<file path="src/rtl/alu_pkg.sv">
// Shared opcode map, FSM encoding and opcode classification for the
// multi-cycle ALU/accumulator.
package alu_pkg;

  localparam int unsigned OP_W = 4;

  typedef logic [OP_W-1:0] opcode_t;

  localparam opcode_t OP_PASS_A = 4'b0000;
  localparam opcode_t OP_SUB    = 4'b0001;
  localparam opcode_t OP_PASS_B = 4'b0010;
  localparam opcode_t OP_ADD    = 4'b0011;
  localparam opcode_t OP_NAND   = 4'b0100;
  localparam opcode_t OP_ADC    = 4'b0101;
  localparam opcode_t OP_SHL    = 4'b0110;
  localparam opcode_t OP_SHR    = 4'b0111;
  localparam opcode_t OP_MUL    = 4'b1000;
  localparam opcode_t OP_CMP    = 4'b1001;

  typedef enum logic [1:0] {
    ST_IDLE = 2'd0,
    ST_EXEC = 2'd1,
    ST_MUL  = 2'd2
  } state_t;

  typedef struct packed {
    logic wr_flags;
    logic wr_accu;
  } op_class_t;

  // Opcodes above CMP are NOPs; CMP updates flags/DataOut but not Accu.
  function automatic op_class_t op_classify(input opcode_t op);
    op_class_t cls;
    cls.wr_flags = (op <= OP_CMP);
    cls.wr_accu  = (op <= OP_MUL);
    return cls;
  endfunction

endpackage

</file>
<file path="src/rtl/mul_secuencial.sv">
// Iterative shift-add multiplier: one partial product per step, WIDTH steps.
// product_c is the product including the current step's partial term.
module mul_secuencial #(
  parameter int unsigned WIDTH = 4
) (
  input  logic               clk,
  input  logic               rst_n,
  input  logic               load_i,
  input  logic               step_i,
  input  logic               finish_i,
  input  logic [WIDTH-1:0]   a_i,
  input  logic [WIDTH-1:0]   b_i,
  output logic [2*WIDTH-1:0] product_c,
  output logic               last_c
);

  localparam int unsigned PW = 2 * WIDTH;
  localparam int unsigned CW = $clog2(WIDTH);

  logic [PW-1:0]    mcand_q, mcand_d;
  logic [PW-1:0]    prod_q, prod_d;
  logic [WIDTH-1:0] mplier_q, mplier_d;
  logic [CW-1:0]    cnt_q, cnt_d;
  logic [PW-1:0]    addend;

  always_comb begin
    addend    = mplier_q[0] ? mcand_q : '0;
    product_c = prod_q + addend;
    last_c    = (cnt_q == CW'(WIDTH - 1));
    mcand_d   = mcand_q;
    mplier_d  = mplier_q;
    prod_d    = prod_q;
    cnt_d     = cnt_q;
    if (load_i) begin
      mcand_d  = PW'(a_i);
      mplier_d = b_i;
      prod_d   = '0;
      cnt_d    = '0;
    end else if (step_i) begin
      mcand_d  = mcand_q << 1;
      mplier_d = mplier_q >> 1;
      prod_d   = product_c;
      cnt_d    = finish_i ? '0 : cnt_q + CW'(1);
    end
  end

  always_ff @(posedge clk or negedge rst_n) begin
    if (!rst_n) begin
      mcand_q  <= '0;
      mplier_q <= '0;
      prod_q   <= '0;
      cnt_q    <= '0;
    end else begin
      mcand_q  <= mcand_d;
      mplier_q <= mplier_d;
      prod_q   <= prod_d;
      cnt_q    <= cnt_d;
    end
  end

endmodule

</file>
<file path="src/rtl/alu_acumulador_n.sv">
// WIDTH-bit accumulator ALU with registered Z/C flags; single-cycle ops plus
// a WIDTH-cycle multiply reported through busy/done.
module alu_acumulador_n
  import alu_pkg::*;
#(
  parameter int unsigned WIDTH = 4
) (
  input  logic             clk,
  input  logic             reset,
  input  logic [WIDTH-1:0] DataIn,
  input  logic [3:0]       Select,
  input  logic             start,
  output logic [WIDTH-1:0] DataOut,
  output logic [WIDTH-1:0] Accu,
  output logic             Z,
  output logic             C,
  output logic             busy,
  output logic             done
);

  localparam int unsigned W1 = WIDTH + 1;
  localparam int unsigned PW = 2 * WIDTH;

  logic             rst_sync_q;
  state_t           state_q, state_d;
  logic [WIDTH-1:0] accu_q, accu_d, dout_q, dout_d;
  logic             z_q, z_d, c_q, c_d, busy_q, busy_d, done_q, done_d;

  logic [W1-1:0]    sum_add, sum_adc, diff;
  logic [WIDTH-1:0] res;
  logic             cres;
  op_class_t        cls;
  logic             mul_load, mul_step, mul_finish, mul_last;
  logic [PW-1:0]    mul_prod;

  // Assert immediately, release on the next clk edge.
  always_ff @(posedge clk or negedge reset) begin
    if (!reset) rst_sync_q <= 1'b0;
    else        rst_sync_q <= 1'b1;
  end

  mul_secuencial #(.WIDTH(WIDTH)) u_mul (
    .clk       (clk),
    .rst_n     (rst_sync_q),
    .load_i    (mul_load),
    .step_i    (mul_step),
    .finish_i  (mul_finish),
    .a_i       (accu_q),
    .b_i       (DataIn),
    .product_c (mul_prod),
    .last_c    (mul_last)
  );

  always_comb begin
    state_d    = state_q;
    accu_d     = accu_q;
    dout_d     = dout_q;
    z_d        = z_q;
    c_d        = c_q;
    busy_d     = 1'b0;
    done_d     = 1'b0;
    mul_load   = 1'b0;
    mul_step   = 1'b0;
    mul_finish = 1'b0;
    res        = '0;
    cres       = 1'b0;
    cls        = op_classify(Select);
    sum_add    = {1'b0, accu_q} + {1'b0, DataIn};
    sum_adc    = sum_add + W1'(c_q);
    diff       = {1'b0, accu_q} - {1'b0, DataIn};

    case (Select)
      OP_PASS_A:      res = accu_q;
      OP_SUB, OP_CMP: {cres, res} = diff;
      OP_PASS_B:      res = DataIn;
      OP_ADD:         {cres, res} = sum_add;
      OP_NAND:        res = ~(accu_q & DataIn);
      OP_ADC:         {cres, res} = sum_adc;
      OP_SHL:         {cres, res} = {accu_q, 1'b0};
      OP_SHR: begin
        res  = accu_q >> 1;
        cres = accu_q[0];
      end
      default: ;
    endcase

    case (state_q)
      ST_IDLE: begin
        if (start) begin
          if (Select == OP_MUL) begin
            state_d  = ST_MUL;
            busy_d   = 1'b1;
            mul_load = 1'b1;
          end else begin
            state_d = ST_EXEC;
            done_d  = 1'b1;
            if (cls.wr_flags) begin
              dout_d = res;
              z_d    = (res == '0);
              c_d    = cres;
            end
            if (cls.wr_accu) accu_d = res;
          end
        end
      end
      ST_EXEC: state_d = ST_IDLE;
      ST_MUL: begin
        mul_step = 1'b1;
        if (mul_last) begin
          mul_finish = 1'b1;
          state_d    = ST_IDLE;
          done_d     = 1'b1;
          accu_d     = mul_prod[WIDTH-1:0];
          dout_d     = mul_prod[WIDTH-1:0];
          z_d        = (mul_prod[WIDTH-1:0] == '0);
          c_d        = |mul_prod[PW-1:WIDTH];
        end else begin
          busy_d = 1'b1;
        end
      end
      default: state_d = ST_IDLE;
    endcase
  end

  always_ff @(posedge clk or negedge rst_sync_q) begin
    if (!rst_sync_q) begin
      state_q <= ST_IDLE;
      accu_q  <= '0;
      dout_q  <= '0;
      z_q     <= 1'b0;
      c_q     <= 1'b0;
      busy_q  <= 1'b0;
      done_q  <= 1'b0;
    end else begin
      state_q <= state_d;
      accu_q  <= accu_d;
      dout_q  <= dout_d;
      z_q     <= z_d;
      c_q     <= c_d;
      busy_q  <= busy_d;
      done_q  <= done_d;
    end
  end

  assign Accu    = accu_q;
  assign DataOut = dout_q;
  assign Z       = z_q;
  assign C       = c_q;
  assign busy    = busy_q;
  assign done    = done_q;

endmodule

</file>
<file path="config.mk">
export PLATFORM = sky130hd
export DESIGN_NAME = alu_acumulador_n
export DESIGN_NICKNAME = d
export VERILOG_FILES = /design/src/rtl/alu_pkg.sv /design/src/rtl/mul_secuencial.sv /design/src/rtl/alu_acumulador_n.sv
export SDC_FILE = /design/constraint.sdc
export NUM_CORES = 1
export LEC_CHECK = 0
export ABC_AREA = 1
export CORE_MARGIN = 8
export CORE_UTILIZATION = 33
export DETAILED_ROUTE_END_ITERATION = 6
export GPL_ROUTABILITY_DRIVEN = 0
export PLACE_DENSITY = 0.53
export REMOVE_ABC_BUFFERS = 1
export SLEW_MARGIN = 30
export SYNTH_ARGS = -nofsm -noshare
export SYNTH_HDL_FRONTEND = slang
export SYNTH_SLANG_ARGS = --single-unit
</file>
<file path="constraint.sdc">
create_clock -name clk -period 1.7 [get_ports clk]
set_clock_uncertainty 0.15 [all_clocks]
set_input_delay 0.34 -clock clk [delete_from_list [all_inputs] [get_ports clk]]
set_output_delay 0.34 -clock clk [all_outputs]
set_load 0.03 [all_outputs]
</file>
-- Word-level counts from Yosys, hierarchy flattened
Index checks and enable logic that the tools add are counted.
- flip-flop bits (word level): 37
- latch bits: 0
- bits in writable memories: 0
- memory bits (read-only): 0
- input port bits: 11
- output and inout bits: 12
- word-level logic and storage cells: 94
- memories: 0
- add/subtract/negate cells: 5
- $mul: 0
- divide/modulo/power cells: 0
- magnitude comparators: 2
- equal/unequal tests: 16
- shifts and indexed selects: 0
- mux-type cells: 46
- bitwise logic cells: 2
- reductions and logical operators: 11
- operator list (cell ; number):
    8-bit two-way mux ; 5
    4-bit two-way mux ; 9
    4-bit one-hot mux with 8 select lines ; 1
    1-bit two-way mux ; 17
    4-bit by 3-bit equality test with 1-bit output (second input constant) ; 4
    4-bit one-hot mux with 2 select lines ; 2
    4-bit logical NOT ; 3
    2-bit two-way mux ; 6
    2-bit inequality test (second input constant) ; 5
    5-bit AND reduction ; 2
    8-bit adder ; 1
    4-bit by 2-bit equality test with 1-bit output (second input constant) ; 2
    4-bit equality test (second input constant) ; 2
    4-bit <= comparator (second input constant) ; 2
    1-bit one-hot mux with 2 select lines ; 4
    4-bit by 4-bit adder with 5-bit output ; 1
    5-bit by 1-bit adder with 5-bit output ; 1
    1-bit one-hot mux with 5 select lines ; 1
    4-bit by 4-bit subtractor with 5-bit output ; 1
    4-bit AND ; 1
    2-bit equality test (second input constant) ; 2
    4-bit by 1-bit equality test with 1-bit output (second input constant) ; 1
    4-bit inverter ; 1
    2-bit one-hot mux with 2 select lines ; 1
    6 further kinds ; 7

-- Depth between registers and ports, before layout
Gate-level depths: netlist of run 1.
- depth in word-level cells: 8
- gate-level depth with buffers: 16

-- Modules after synthesis
From an unflattened synthesis of run 1, not the netlist that was laid out.
- cells, all modules: 391
- area, all modules: 2757.6 um^2
- modules (own cells, without submodules) (module ; instances ; cells each ; area each (um^2) ; sequential area each (um^2)):
    alu_acumulador_n ; 1 ; 231 ; 1442.6 ; 375.4
    mul_secuencial ; 1 ; 160 ; 1315.0 ; 550.5

-- Worst setup path before layout of run 1
Ideal clock, no wire load.
- kind: flip-flop to flip-flop
- from: register accu_q[0], in the netlist Accu[0]
- to: register z_q, in the netlist Z
- setup time: 0.077 ns
- data arrival time: 2.241 ns
- required time: 1.473 ns
- slack: -0.768 ns
- stages on the path, launching flop included: 12
- path buffers: 0
- path through: dfrtp_1 -> ha_1 -> inv_1 -> fa_1 -> inv_1 -> ha_1 -> nor3b_1 -> nor3_2 -> nand3_1 -> nor2_1 -> nand2_1 -> a21oi_1
- cells in the longest elaborated chain, start to end: 8
- elaborated cells between the ends (all ways): 11
- classes of those cells: add/sub: 3; mux: 5; bitwise: 2; reduce/logical: 1
- ends and longest elaborated chain (item ; RTL line ; text):
    start, declared ; alu_acumulador_n.sv:26 ; logic [WIDTH-1:0] accu_q, accu_d, dout_q, dout_d;
    start signal, assigned ; alu_acumulador_n.sv:136 ; accu_q <= accu_d;
    4-bit by 4-bit adder with 5-bit output or 4-bit AND (tied branches) ; alu_acumulador_n.sv:68, alu_acumulador_n.sv:77 ;
    5-bit by 1-bit adder with 5-bit output or 4-bit inverter (tied branches) ; alu_acumulador_n.sv:69, alu_acumulador_n.sv:77 ;
    4-bit one-hot mux with 8 select lines (*) ; alu_acumulador_n.sv:72 ; case (Select)
    4-bit logical NOT (*) ; alu_acumulador_n.sv:99 ; z_d = (res == '0);
    1-bit two-way mux (*) ; alu_acumulador_n.sv:97 ; if (cls.wr_flags) begin
    1-bit two-way mux (*) ; alu_acumulador_n.sv:90 ; if (Select == OP_MUL) begin
    1-bit two-way mux (*) ; alu_acumulador_n.sv:89 ; if (start) begin
    1-bit one-hot mux with 2 select lines (*) ; alu_acumulador_n.sv:87 ; case (state_q)
    end signal, assigned ; alu_acumulador_n.sv:138 ; z_q <= z_d;
    end, declared ; alu_acumulador_n.sv:27 ; logic z_q, z_d, c_q, c_d, busy_q, busy_d, done_q, done_d;
Every way passes the cells marked *; elsewhere a longest branch is shown, timed or not. The select of a mux whose other input is x is not followed.
A chain may end at the register's enable or synchronous reset.

-- Final worst setup path of run 1
Same ends and word-level chain as after synthesis.

==> metrics.yaml, run 1 <==
min-delay-path-class: "in -> async"
fmaxAchievable_mhz: 434
timing.final.crit_share_pct: 135
yosysUniqueCellTypes: 34
cp_max_fo: 2
post_synth.cell_area_avg_um2: 7.12
dp_hpwl_um: 6120
post_layout_nonfiller_instances: 574
synth_area_um2: 2640
cts.sink_count: 37
placed_cells: 557
route.vias.total: 2769
fp-row-count: 32
grt_antenna_before_repair: 0
met3RoutedLength_um: 246
root_buffer: "clkbuf_8"
globalRouteOverflowTotal: 0
die_y_um: 105
setup_ws_ns: -0.602
synthesis.instances: 370
drv.max_cap_violation_count: 0
global_route_wire_length_before_repair_um: 13700
status: "complete, but fails checks"
worst_path_required_time_ns: 1.77
met1_wire_length_um: 3600
biggest_area_consumer_among_synthesized_cells: "dfrtp_1"
detail_route.wirelength_um: 8220
finalHoldWorstSlack_ns: 0.0211
ir_worst_vdd_uv: 604
final_net_count: 503
design.core.area_um2: 7730
drt-initial-drc-count: 93
antenna_cells_inserted: 0
final_cell_mix: "nand2_1, buf_4, inv_1"
power_density_nw_per_um2: 1330
ys_async_sr_fraction_pct: 100
slew_violations: 0
htree_depth: 2
yosysSeqAreaShare_pct: 35.1
cp_data_arrival_time_ns: 2.37
post_synth_top_area_share_pct: 35.1
port_buffers: 22
post_drt_wl_per_cell_um: 14.3
grtUsageTotal_pct: 15.0
post_cts_hold_buffer_count: 0
die_width_um: 105
leakage_nw: 2.19
flow.area_growth_from_synthesis_pct: 58.4
grt_max_degree: 37
timing.final.crit_period_ns: 2.30
route.top_layer_used: "met4"
finalSetupViolations: 17
edff_count_synth: 0
grt_pass1_vias: 2832
dieArea_um2: 11100
route.antenna.remaining_nets: 0
floorplan.io_pins: 23
met2RoutedLength_um: 4240
clk_pin_slew_worst_paths_ns: 0.08
route.detailed.drc: 0
initial_core_util_pct: 34.1
critical_setup_path_class: "reg -> reg"
numCtsBuffers: 5
mostFrequentLayoutCell: "nand2_1"
cts_max_path_buffers: 2
clock_tree_from_tritoncts: "done"
endpoint_kind: "register"
worst_case_setup_slack_after_placement_ns: -1.17
detail_route.first_pass.iterations: 4
netlist_top_cells_area: "dfrtp_1, nand2_1, ha_1"
start_kind: "register"
avgViaCountPerCell: 4.82
count_of_final_hold_check_violations: 0
ys_seq_elements: 37
failed_checks: "negative setup slack"
drive_above_1_share_pct: 41.9
ys_dominant_reg_cell: "dfrtp_1"
worst_skew_pair.late_latency_ns: 0.30
rsz0062_at_grt: "yes"
ys.warnings.count: 0
[layout make-up]
type                            instances  area, um2
Sequential cell                        37        926
Fill cell                             717       3550
Clock buffer                            5       68.8
Multi-Input combinational cell        268       1930
Timing Repair Buffer                   98        818
Tap cell                              102        128
Clock inverter                          3       65.1
Inverter                               61        241
[metal layers]
| metal | global-route usage [%] | vias to the layer above |
|---|---|---|
| li1 | - | 1396 |
| met1 | 18.8 | 1309 |
| met2 | 25.9 | 51 |
| met3 | 2.44 | 13 |
| met4 | 4.18 | 0 |
| met5 | 0 | - |
[logic make-up (layout without fill, tap and decap cells)]
logic type                 after synthesis  count (layout)  synth area share [%]
xor gates and xnor gates                 5               5                  1.66
and+or+nand+nor                        199             199                  32.9
other                                    1               1                 0.142
adders and majority gates               21              21                  10.8
buffers and inverters                   65             167                  9.40
DFF                                     37              37                  35.1
AOI/OAI and AO/OA                       42              42                  9.97
[sequential cells by signal (all words and copies together) (netlist names)]
signal	flops
Accu	4
u_mul.mcand_q	8
DataOut	4
u_mul.cnt_q	2
u_mul.prod_q	8
Z	1
C	1
busy	1
state_q	2
done	1
u_mul.mplier_q	4
rst_sync_q	1
[critical path: stages, from the launching register on]
cell	delay (ns)
dfrtp_1	0.38
ha_2	0.20
inv_2	0.05
fa_1	0.47
inv_2	0.10
buf_4	0.11
nand4_1	0.12
nand3b_1	0.20
nand3_2	0.10
nor2b_2	0.16
nand2_1	0.06
a21oi_1	0.13
[cell usage after synthesis (2+ instances only)]
cell	number
o221ai_1	3
a22o_1	4
nor3_1	2
o211ai_1	2
nand3_1	33
nand3b_1	4
nand4_1	7
xnor2_1	2
o22ai_1	8
o21ai_0	11
o21ai_1	2
nand2_2	3
xor2_1	3
a21oi_1	8
nor2_2	4
dfrtp_1	37
or2_2	4
buf_2	3
inv_1	57
nand2_1	112
ha_1	18
fa_1	3
nor2_1	26
inv_2	4
[power breakdown]
group	switching, W	leakage (nW)	total (W)	internal [W]
clock network	0.000333	0.0681	0.000916	0.000583
logic	0.00165	1.64	0.00318	0.00153
registers	0.000258	0.484	0.00145	0.00119
[stage by stage]
step	utilization [%]	total power (W)	instance area, um2	setup TNS [ns]
floorplan	-	0.00272	2620	-6.32
global placement	45.0	0.00385	3470	-19.99
detailed placement	45.0	0.00387	3470	-20.94
CTS	50.3	0.00514	3890	-6.62
global route	54.0	0.00593	4170	-8.16
finish	54.0	0.00554	4170	-6.63
[repair_timing]
action                                  in CTS  in global routing
pin swaps                                   40                 45
endpoints found under the setup margin      44                 28
resized for setup                           84                 76
setup buffers                                7                  6
[final timing paths]
check | startpoint | endpoint | slack, ns | cells after the start
max | Accu[0] | Z | -0.60 | 11
min | reset | rst_sync_q | 0.02 | 1
max reg2reg | Accu[0] | Z | -0.60 | 11
min reg2reg | rst_sync_q | u_mul.prod_q[5] | 0.14 | 1
max in group asynchronous | rst_sync_q | DataOut[1] | 0.91 | 1
min in group clk | DataOut[0] | DataOut[0] | 0.33 | 2
Note: power is estimated with default switching activity, not from simulation.
==> inputs of run 2 (changes only) <==
--- a/config.mk
+++ b/config.mk
@@ -6,7 +6,7 @@
 export NUM_CORES = 1
 export LEC_CHECK = 0
 export ABC_AREA = 1
-export CORE_MARGIN = 8
+export CORE_MARGIN = 4
 export CORE_UTILIZATION = 33
 export DETAILED_ROUTE_END_ITERATION = 6
 export GPL_ROUTABILITY_DRIVEN = 0
==> run 2 against run 1 <==
Against the previous run:
- the flow still finishes with violations (negative setup slack)
- final cell count is 0.17% lower
- die area is 15% lower
- sequential share of layout area is 0.63 points higher
- setup slack better by 0.023 ns
- largest power group unchanged
- power is 4.7% lower
- clock power is 9.8% lower
- critical path depth is 4 higher
- sequential power hardly changed
- non-clock buffer count is 1 lower
- core utilization is 1.5 points lower
==> metrics.yaml, run 2 (synthesis gave the netlist of run 1 again) <==
status: "complete, but fails checks"  # unchanged
failed_checks: "negative setup slack"  # unchanged
dieArea_um2: 9480  # was 11100 um2
drive_above_1_share_pct: 39.5  # was 41.9%
initial_core_util_pct: 34.1  # unchanged
critical-path-top-delay-family: "adder cells"  # unchanged
critical_setup_path_class: "reg -> reg"  # unchanged
fp-row-count: 32  # unchanged
globalRouteOverflowTotal: 0  # unchanged
rsz0062_at_grt: "yes"  # unchanged
root_buffer: "clkbuf_8"  # unchanged
min-delay-path-class: "in -> async"  # unchanged
start_kind: "register"  # unchanged
route.antenna.remaining_nets: 0  # unchanged
cell_with_the_most_instances_on_the_worst_path: "nand2_1"  # was inv_2
numCtsBuffers: 5  # unchanged
timing.final.crit_period_ns: 2.28  # was 2.30 ns
floorplan.io_pins: 23  # unchanged
worst_case_setup_slack_after_placement_ns: -1.13  # was -1.17 ns
worst_path_max_delay_cell: "fa_1"  # unchanged
detail_route.wirelength_um: 7990  # was 8220 um
grt_max_degree: 37  # unchanged
grt_pass1_vias: 2875  # was 2832
ir_worst_vdd_uv: 909  # was 604 uV
setup_ws_ns: -0.579  # was -0.602 ns
flow.area_growth_from_synthesis_pct: 54.0  # was 58.4%
post_layout_nonfiller_instances: 573  # was 574
final_cell_mix: "nand2_1, buf_4, inv_1"  # unchanged
fill_cells: 771  # was 717
crit_path_max_cell_delay_ns: 0.49  # was 0.47 ns
detail_route.first_pass.iterations: 4  # unchanged
post_drt_wl_per_cell_um: 13.9  # was 14.3 um
worst_skew_pair.late_latency_ns: 0.30  # about the same
die_width_um: 97.4  # was 105 um
layout_top_registers: "u_mul.mcand_q: 8 flops, u_mul.prod_q: 8 flops"  # unchanged
final_core_util_pct: 52.5  # was 54.0%
placed_cells: 556  # was 557
timing.final.crit_share_pct: 134  # was 135%
global_route_wire_length_before_repair_um: 13800  # was 13700 um
worst_path_required_time_ns: 1.73  # was 1.77 ns
slew_violations: 0  # unchanged
dp_hpwl_um: 6020  # was 6120 um
cp_data_arrival_time_ns: 2.31  # was 2.37 ns
fmaxAchievable_mhz: 439  # was 434 MHz
design.core.area_um2: 7730  # unchanged
endpoint_kind: "register"  # unchanged
power_density_nw_per_um2: 1300  # was 1330 nW/um2
antenna_cells_inserted: 0  # unchanged
critical_path_buf_inv_count: 3  # unchanged
mostFrequentLayoutCell: "nand2_1"  # unchanged
worstPathCellList: "ha_2 -> inv_2 -> fa_1 -> inv_2 -> ha_4 -> inv_2 -> nand2_2 -> nand3_2 -> nand2_2 -> nor2_4 -> nand2_1 -> nand2_1 -> nand2_1 -> nand2_1 -> o21ai_1"  # was ha_2 -> inv_2 -> fa_1 -> inv_2 -> buf_4 -> nand4_1 -> nand3b_1 -> nand3_2 -> nor2b_2 -> nand2_1 -> a21oi_1
clk_pin_slew_worst_paths_ns: 0.08  # about the same
grt_antenna_before_repair: 0  # unchanged
cts_max_path_buffers: 2  # unchanged
leakage_nw: 2.09  # was 2.19 nW
route.detailed.drc: 0  # unchanged
final_net_count: 502  # was 503
cp_max_fo: 2  # unchanged
avgViaCountPerCell: 4.77  # was 4.82
grtUsageTotal_pct: 17.8  # was 15.0%
area.sequential_um2: 926  # unchanged
htree_depth: 2  # unchanged
post_cts_hold_buffer_count: 0  # unchanged
multi_input_area_um2: 1850  # was 1930 um2
drv.max_cap_violation_count: 0  # unchanged
die_y_um: 97.4  # was 105 um
port_buffers: 22  # unchanged
drt-initial-drc-count: 94  # was 93
clock_tree_from_tritoncts: "done"  # unchanged
finalSetupViolations: 18  # was 17
count_of_final_hold_check_violations: 0  # unchanged
route.vias.total: 2736  # was 2769
cts.sink_count: 37  # unchanged
[run 2: cell types whose count changed in the layout (fill, tap and decap cells not counted), moves of 2 or more]
cell,before,now
nand2_2,24,21
nand2_1,84,93
nand2_4,7,1
a21oi_2,3,1
nand3_4,3,1
clkdlybuf4s50_1,4,6
inv_2,17,20
nor2_2,7,5
nor2_4,4,6
inv_4,5,3
[run 2: what timing repair did]
action / CTS / global route
pin swaps: 29 / 31
setup endpoints to repair: 41 / 29
buffers inserted: 6 / 6
resized for setup: 100 / 43
gates cloned: 0 / 0
[run 2: where the power goes]
part           switching [W]  leakage [nW]  internal, W
Combinational        0.00156          1.55      0.00146
Clock               0.000348        0.0574     0.000477
Sequential          0.000244         0.484      0.00119
Total                0.00216          2.09      0.00312
[run 2: stage by stage]
step | area [um2] | total power, W | hold slack, ns | TNS (ns)
6_report | 4060 | 0.00528 | 0.0253 | -6.24
3_3_place_gp | 3470 | 0.00380 | 0.161 | -19.15
5_1_grt | 4060 | 0.00571 | 0.0219 | -7.97
2_1_floorplan | 2620 | 0.00272 | -0.106 | -6.32
3_5_place_dp | 3470 | 0.00383 | 0.164 | -19.53
4_1_cts | 3910 | 0.00508 | 0.0116 | -6.53
[run 2: worst paths after layout]
| path | from | endpoint | slack, ns | depth (start not counted) |
|---|---|---|---|---|
| setup / recovery | Accu[0] | Accu[2] | -0.58 | 15 |
| hold reg to reg | rst_sync_q | u_mul.prod_q[2] | 0.15 | 1 |
| max in group asynchronous | rst_sync_q | Accu[3] | 0.91 | 1 |
| hold / removal | reset | rst_sync_q | 0.03 | 1 |
| min in group clk | DataOut[0] | DataOut[0] | 0.34 | 2 |
| setup reg to reg | Accu[0] | Accu[2] | -0.58 | 15 |
[run 2: cell type report]
cell class / instances / area share (%)
sequential: 37 / 22.8
multi-input combinational: 268 / 45.5
clock buffer: 6 / 2.03
timing repair buffer: 97 / 19.8
clock inverter: 2 / 0.925
inverter: 61 / 5.83
tap: 102 / 3.14
[run 2: routing by layer]
| metal | global-route usage (%) | part of all wire (%) | vias up |
|---|---|---|---|
| met1 | 22.1 | 45 | 1289 |
| li1 | - | - | 1404 |
| met5 | 0 | 0 | - |
| met3 | 2.87 | 2.1 | 10 |
| met4 | 5.11 | 1.2 | 0 |
| met2 | 31.5 | 52 | 33 |
==> variant, RTL diff (settings of run 1) <==
Reset style: synchronous (`reset`, `rst_n` and `rst_sync_q`), changed in 3 clocked blocks.
--- a/src/rtl/mul_secuencial.sv
+++ b/src/rtl/mul_secuencial.sv
@@ -45,5 +45,5 @@
   end
 
-  always_ff @(posedge clk or negedge rst_n) begin
+  always_ff @(posedge clk) begin
     if (!rst_n) begin
       mcand_q  <= '0;
--- a/src/rtl/alu_acumulador_n.sv
+++ b/src/rtl/alu_acumulador_n.sv
@@ -35,5 +35,5 @@
 
   // Assert immediately, release on the next clk edge.
-  always_ff @(posedge clk or negedge reset) begin
+  always_ff @(posedge clk) begin
     if (!reset) rst_sync_q <= 1'b0;
     else        rst_sync_q <= 1'b1;
@@ -123,5 +123,5 @@
   end
 
-  always_ff @(posedge clk or negedge rst_sync_q) begin
+  always_ff @(posedge clk) begin
     if (!rst_sync_q) begin
       state_q <= ST_IDLE;
Formal check against the unedited RTL: differs if reset is asserted again (counterexample within 4 cycles, from zero or initial values and one cycle with reset low); with reset held inactive, the same outputs for 10 cycles.
==> variant against run 1 <==
- the run still ends with setup timing left
- setup slack better by 0.084 ns
- area after synthesis is 3.3% lower
- sequential share of layout area is 4.1 points lower
- sequential cell count stayed put
- largest cell class unchanged
- final area is 0.60% lower
- final cell count is 4.4% higher
- wire length is 1.6% lower
- critical endpoint is now Z
- via count is 1.7% higher
- count of clock-buffer cells in the layout is 1 higher
Power is not compared: it rests on default switching activity, and its combinational part moved more than twofold at a synthesized area within 25%.
==> variant: results <==
group,metric,value,unit
worst_setup_path,crit_path_max_incr_delay,0.57,ns
power_and_ir_drop,powerSeq,0.000940,W
power_and_ir_drop,leakage,1.95,nW
sta,setup-violations-final,19,
layout,buffers,110,
clocking,cts-resized-gates,93,
place,place_area,3390,µm²
worst_setup_path,crit_family,"adder cells",
global_routing,grt_pass1_wl,12900,µm
layout,nets,529,
layout,num-multi-input-gates,285,
place,dp_slack,-1.09,ns
drt,drt-met1-wl,3930,µm
worst_setup_path,criticalPathCategory,"flop to flop",
synth,avgSynthCellArea,6.55,µm²
clocking,post_cts.repair.setup_buffers,11,
worst_hold_path,min_path_type,"flop to flop",
place,dp_hpwl,5650,µm
layout,multi_input_area,2040,µm²
sta,fin_tns_setup,-5.36,ns
drt,avgViaCountPerCell,4.70,
drt,routed_wl,8080,µm
layout,final_cells,599,
outcome,outcome,"finished with violations",
drt,drtIter0Drc,153,
layout,buffer_area_share,22.1,%
global_routing,grt_util_met1,19.1,%
global_routing,met3_usage,2.60,%
sta,hold_violations,0,
layout,fillers,731,
place,placed_cells,577,
synth,yosysUniqueCellTypes,37,
drt,dr_wl_met2,3850,µm
layout,synthToLayoutAreaGrowth,62.9,%
worst_setup_path,endpoint,"Z",
synth,yosys-top-cells-area,"dfxtp_1, nand2_1, ha_1, inv_1, a21oi_1",
sta,holdWs,0.321,ns
drt,dr.pass1.iters,4,
layout,drive_gt1_share,44.5,%
outcome,violations,"setup timing",
drt,wl_met3,242,µm
global_routing,grt_pass1_vias,2799,
sta,timing.final.ws_setup,-0.518,ns
layout,multi_input_area_share,49.1,%
global_routing,grt_use_met2,23.3,%
layout,clkCellAreaFrac,2.17,%
worst_setup_path,cp.arrival,2.29,ns
power_and_ir_drop,ir_worst_vdd,383,µV
synth,synthArstFlopShare,0,%
layout,seq-cell-share,18.1,%
worst_setup_path,r2r_start,"Accu[0]",
worst_setup_path,reg2reg_depth,14,
layout,clkbuf_count,6,
global_routing,grt_max_degree,20,
synth,synth_common_cells,"nand2_1, inv_1, nor2_1",
global_routing,grtUsageTotal,14.2,%
layout,inverters,58,
synth,yosysSeqAreaShare,29.1,%
==> variant: cell types whose count changed after synthesis, moves of 5 or more <==
cell and delta:
a31oi_1 +5, nor2_1 +13, dfrtp_1 -37, nand2_1 -7, a21oi_1 +25, dfxtp_1 +37
==> variant: cells by family (layout without fill, tap and decap cells) <==
kind of cell	after synthesis	in the layout	synth area share, %
AO/OA/AOI/OAI	59	59	12.7
XOR/XNOR	3	3	1.03
adder cells (fa/ha/maj)	21	21	11.2
buffers and inverters	67	175	10.8
flip-flops	37	37	29.1
AND/OR/NAND/NOR	202	202	35.2
==> variant: worst min-delay path by stage <==
stage | start | endpoint | depth (start not counted)
after floorplan | reset | rst_sync_q | 0
after global placement | u_mul.cnt_q[1] | u_mul.cnt_q[1] | 2
after detailed placement | u_mul.cnt_q[1] | u_mul.cnt_q[1] | 2
after CTS | u_mul.cnt_q[1] | u_mul.cnt_q[1] | 2
after global routing | reset | rst_sync_q | 1
final | u_mul.mplier_q[3] | u_mul.mplier_q[3] | 2
